`src/rtl/pc_pkg.sv`:
```
// Shared types and helpers for the fetch-stage program-counter generator.
package pc_pkg;

  typedef enum logic [2:0] {
    SEL_RESET,
    SEL_TRAP,
    SEL_HOLD,
    SEL_RET,
    SEL_REDIR,
    SEL_SEQ
  } pc_sel_e;

  // Pointer width for a RAS of the given depth; never narrower than one bit.
  function automatic int ras_ptr_w(input int depth);
    return (depth <= 2) ? 1 : $clog2(depth);
  endfunction

endpackage

```
`src/rtl/ras_stack.sv`:
```
// Circular return-address stack: a push when full overwrites the oldest entry.
module ras_stack
  import pc_pkg::*;
#(
  parameter int WIDTH     = 32,
  parameter int RAS_DEPTH = 8
) (
  input  logic             clk,
  input  logic             rst,
  input  logic             push,
  input  logic             pop,
  input  logic [WIDTH-1:0] push_data,
  output logic [WIDTH-1:0] top,
  output logic             empty,
  output logic             full,
  output logic             underflow
);

  localparam int PW = ras_ptr_w(RAS_DEPTH);
  localparam int CW = PW + 1;
  localparam logic [CW-1:0] DEPTH_C = CW'(RAS_DEPTH);

  logic [WIDTH-1:0] mem [RAS_DEPTH];
  logic [PW-1:0]    sp, sp_nxt, top_idx;
  logic [CW-1:0]    count, cnt_nxt;
  logic             do_pop;

  // sp points at the next free slot; wrapping relies on RAS_DEPTH being a power of two.
  assign top_idx = sp - PW'(1);
  assign top     = mem[top_idx];
  assign do_pop  = pop & ~empty;

  always_comb begin
    sp_nxt  = sp;
    cnt_nxt = count;
    if (push && !do_pop) begin
      sp_nxt = sp + PW'(1);
      if (count != DEPTH_C) cnt_nxt = count + CW'(1);
    end else if (do_pop && !push) begin
      sp_nxt  = sp - PW'(1);
      cnt_nxt = count - CW'(1);
    end
  end

  // Push+pop on a non-empty stack replaces the top entry in place.
  always_ff @(posedge clk) begin
    if (!rst && push) begin
      if (do_pop) mem[top_idx] <= push_data;
      else        mem[sp]      <= push_data;
    end
  end

  always_ff @(posedge clk) begin
    if (rst) begin
      sp        <= '0;
      count     <= '0;
      empty     <= 1'b1;
      full      <= 1'b0;
      underflow <= 1'b0;
    end else begin
      sp        <= sp_nxt;
      count     <= cnt_nxt;
      empty     <= (cnt_nxt == '0);
      full      <= (cnt_nxt == DEPTH_C);
      underflow <= pop & empty;
    end
  end

endmodule

```
`src/rtl/pc_gen.sv`:
```
// Fetch-stage PC generator: trap vectoring, stall with held redirects, and RAS return prediction.
module pc_gen
  import pc_pkg::*;
#(
  parameter int               WIDTH           = 32,
  parameter logic [WIDTH-1:0] RESET_VECTOR    = WIDTH'(32'h0040_0000),
  parameter logic [WIDTH-1:0] TRAP_VECTOR     = WIDTH'(32'h8000_0180),
  parameter int               INCR            = 4,
  parameter int               RAS_DEPTH       = 8,
  parameter bit               LEGACY_REDIRECT = 1'b1
) (
  input  logic             clk,
  input  logic             rst,
  input  logic             stall,
  input  logic             redirect_valid,
  input  logic [WIDTH-1:0] redirect_pc,
  input  logic             link_push,
  input  logic             ret_pop,
  input  logic             trap,
  output logic [WIDTH-1:0] pc,
  output logic [WIDTH-1:0] link_addr,
  output logic [WIDTH-1:0] epc,
  output logic             ras_empty,
  output logic             ras_full,
  output logic             ras_underflow
);

  localparam logic [WIDTH-1:0] INCR_C = WIDTH'(INCR);

  logic [WIDTH-1:0] pend_pc, redir_tgt, pc_nxt, ras_top;
  logic             pend_valid, ras_push, ras_pop;
  pc_sel_e          sel;

  assign link_addr = pc + INCR_C;

  // The RAS only moves on cycles that actually advance the PC.
  assign ras_push = link_push & ~stall & ~trap;
  assign ras_pop  = ret_pop & ~stall & ~trap;

  ras_stack #(.WIDTH(WIDTH), .RAS_DEPTH(RAS_DEPTH)) u_ras (
    .clk       (clk),
    .rst       (rst),
    .push      (ras_push),
    .pop       (ras_pop),
    .push_data (link_addr),
    .top       (ras_top),
    .empty     (ras_empty),
    .full      (ras_full),
    .underflow (ras_underflow)
  );

  assign redir_tgt = redirect_valid ? redirect_pc : pend_pc;

  always_comb begin
    sel = SEL_SEQ;
    if (rst)                                sel = SEL_RESET;
    else if (trap)                          sel = SEL_TRAP;
    else if (stall)                         sel = SEL_HOLD;
    else if (ret_pop && !ras_empty)         sel = SEL_RET;
    else if (redirect_valid || pend_valid)  sel = SEL_REDIR;
  end

  always_comb begin
    pc_nxt = pc + INCR_C;
    case (sel)
      SEL_RESET: pc_nxt = RESET_VECTOR;
      SEL_TRAP:  pc_nxt = TRAP_VECTOR;
      SEL_HOLD:  pc_nxt = pc;
      SEL_RET:   pc_nxt = ras_top;
      SEL_REDIR: pc_nxt = LEGACY_REDIRECT ? redir_tgt + INCR_C : redir_tgt;
      default:   pc_nxt = pc + INCR_C;
    endcase
  end

  // Pending redirect survives only while stalled; any unstalled cycle consumes or discards it.
  always_ff @(posedge clk) begin
    if (rst) begin
      pc         <= RESET_VECTOR;
      epc        <= '0;
      pend_valid <= 1'b0;
      pend_pc    <= '0;
    end else begin
      pc <= pc_nxt;
      if (trap) begin
        epc        <= pc;
        pend_valid <= 1'b0;
      end else if (stall) begin
        if (redirect_valid) begin
          pend_valid <= 1'b1;
          pend_pc    <= redirect_pc;
        end
      end else begin
        pend_valid <= 1'b0;
      end
    end
  end

endmodule
```
`config.mk`:
```
export PLATFORM = sky130hd
export DESIGN_NAME = pc_gen
export DESIGN_NICKNAME = d
export VERILOG_FILES = /design/src/rtl/pc_pkg.sv /design/src/rtl/ras_stack.sv /design/src/rtl/pc_gen.sv
export SDC_FILE = /design/constraint.sdc
export NUM_CORES = 1
export LEC_CHECK = 0
export CORE_UTILIZATION = 55
export CTS_CLUSTER_SIZE = 10
export DETAILED_ROUTE_END_ITERATION = 6
export PLACE_DENSITY = 0.81
export SYNTH_ARGS = -nofsm -noshare
export SYNTH_HDL_FRONTEND = slang
export SYNTH_SLANG_ARGS = --single-unit
```
`constraint.sdc`:
```
create_clock -name clk -period 5.9 [get_ports clk]
set_clock_uncertainty 0.1 [all_clocks]
set_input_delay 1.18 -clock clk [delete_from_list [all_inputs] [get_ports clk]]
set_output_delay 1.18 -clock clk [all_outputs]
set_load 0.01 [all_outputs]
```
==> qor.txt <==
clk buf depth = 3
largest net degree at the start of global routing = 52
most frequent cell after synthesis = edfxtp_1
fillers = 1,914
post-synth top area cell = edfxtp_1
endpoints failing setup = 0
first-pass GRT wire length = 64,000 µm
CTS buffer count = 42
chip width = 172 µm
sequential area share after synthesis = 61.6%
die height = 172 µm
Least-Margin Pin Slew = 1.32 ns
num rows = 61
P_leak = 6.52 nW
met3 wire len = 4490 µm
Top FF cell, synth = edfxtp_1
Async S/R FF share, synth = 0%
vias in the first global route = 10.7k
Worst Path Arrival = 4.08 ns
vias post-DR = 10.9k
drt pass-1 iters = 5
Tcrit/Tclk final = 90.8%
Post-Syn Area = 0.0159 mm²
antenna violations before repair = 0
Multi-input gate area = 0.00578 mm²
Slew Viols, Final = 0
maxcap violations = 0
Port Buffers = 137
status = complete, no violations
pwr dens = 309 mW/mm²
drt wl/cell = 25.2 µm
H-tree depth = 2
postcts setup bufs = 0
number of synthesized flops with an enable pin = 256
GPL Wtd Cong = 0.896
post-synth top area share = 48.2%
Iter 0 DRT Violations = 1,210
post-synthesis net count = 1,211
flops & latches, synth = 363
kind of start point of the critical path = flop
Starting Density = 56.6%
synth warn = 0
Root Driver = clkbuf_16
CP Max Fanout = 13
most frequent cells after synthesis = 256 x edfxtp_1, 107 x dfxtp_1, 102 x nand2_1
cts hold-fix bufs = 0
TritonCTS clock tree = built
Tmin final = 5.36 ns
clock transition at the registers of the reported paths = 0.06 ns
Die ar. = 0.0297 mm²
total track usage = 29.5%
DRT Wirelength = 43,100 µm
clock sink total = 363
final hold vios = 0
vias per inst = 6.39
Place WS = 1.43 ns
Clk Latency, worst-skew pair = 0.54 ns
Ant. Diodes = 0
total congestion overflow = 0
crit path kind = flop to output pin
Synth cell types = 72
share of cells above drive strength 1 = 13.2%
Ports = 138
post_cts resized = 0
Net count, final = 1,346
DRC = 0
Area contributors post-synth = edfxtp_1 48%, dfxtp_1 13%, mux4_2 9.0%
core area = 0.0282 mm²
WL met1 = 16,500 µm
setup TNS = 0 ns
Worst Setup End Kind = output pin
Layout area overhead = 18.6%
unrepaired setup endpoints after global routing = false
Syn Area/Cell = 13.7 µm²
metal2 WL = 20,700 µm
FMAX = 0.187 GHz
final worst slack = 0.544 ns
register area = 0.00983 mm²
worst vdd ir = 0.276 mV
antenna-violating nets left = 0
DP HPWL = 27,100 µm
CP required = 4.62 ns
Slew headroom = 11.9%
Highest Signal Layer = met4
Synth Instances = 1,164
hold crit path type = flop to flop
==> per-stage QoR <==
step / util [%] / hold WS (ns) / instance area (µm²) / cells / power [mW]
6_report: 67.2 / 0.355 / 18900 / 1710 / 5.84
5_1_grt: 67.2 / 0.383 / 18900 / 1710 / 6.00
4_1_cts: 67.2 / 0.361 / 18900 / 1710 / 5.85
3_5_place_dp: 62.8 / 0.353 / 17700 / 1633 / 3.52
3_3_place_gp: 62.8 / 0.342 / 17700 / 1633 / 3.51
2_1_floorplan: - / 0.334 / 15900 / 1164 / 3.27
==> worst max-delay path, stage by stage, from the launching register on <==
cell and delay (ns):
dfxtp_1 0.51, nand4_2 0.25, nor4_4 0.88, nand3_1 0.30
nor2_1 0.25, xor2_1 0.60, clkdlybuf4s50_1 0.72
==> final timing paths <==
check	to	cells past startpoint	start	slack, ns
max	link_addr[31]	6	pc[7]	0.54
min	pend_pc[31]	2	pend_pc[31]	0.35
max reg2reg	pc[30]	8	u_ras.sp[0]	2.27
min reg2reg	pend_pc[31]	2	pend_pc[31]	0.35
==> cell families (layout without fill, tap and decap cells) <==
family          after synthesis  count (layout)  share of synthesized area (%)
buf+inv                      87             255                           2.62
simple gates                322             322                           10.2
mux                         144             144                           14.1
flops                       363             363                           61.6
fa+ha+maj                     8               8                          0.628
xor+xnor                     57              57                           3.13
compound gates              183             183                           7.71
==> state kept, by name, indices dropped and copies added (netlist names) <==
name,flops
u_ras.count,4
pend_valid,1
u_ras.full,1
u_ras.mem,256
u_ras.sp,3
pend_pc,32
u_ras.underflow,1
pc,32
u_ras.empty,1
epc,32
==> metal layers <==
metal | up-vias | GRT usage (%)
met4 | 0 | 11.2
met2 | 639 | 47.7
met3 | 94 | 7.03
li1 | 4731 | -
met1 | 5459 | 38.7
met5 | - | 0
==> power breakdown <==
| group | internal [mW] | total (mW) | switching (mW) |
|---|---|---|---|
| combinational | 0.276 | 0.647 | 0.371 |
| clock | 1.37 | 2.36 | 0.992 |
| sequential | 2.78 | 2.83 | 0.0595 |
==> cell usage in the layout (no fill, tap or decap), types with 4 or more instances in the layout <==
master           netlist  layout
a211oi_1              19      19
o221ai_1               4       4
nand2_1              102     102
a311oi_1               6       6
mux4_2                64      64
nand4_1               20      20
o21ai_0               45      45
clkdlybuf4s50_1        0     134
edfxtp_1             256     256
and4_1                 4       4
dfxtp_1              107     106
o22ai_1                8       8
buf_4                  6      25
clkbuf_16              0      43
a31oi_1                6       6
nand2b_1               4       4
mux2i_1               76      76
nand3_1               30      30
nor3_1                25      16
nor2_1                88      88
ha_1                   8       7
a21oi_1               54      54
xor2_1                23      22
inv_1                 17      17
nor3_2                 1      10
or3_1                  6       6
and3_1                12      12
clkbuf_1              27      31
a221oi_1               9       9
xnor2_1               34      33
==> area by class of cell <==
class                      instances  area share (%)
clock buffer                      74            6.30
clock inverter                     3           0.192
timing repair buffer             161            8.13
sequential                       363            52.0
multi-input combinational        714            30.6
tap                              378            2.50
inverter                          17           0.337
Note: power is estimated with default switching activity, not from simulation.
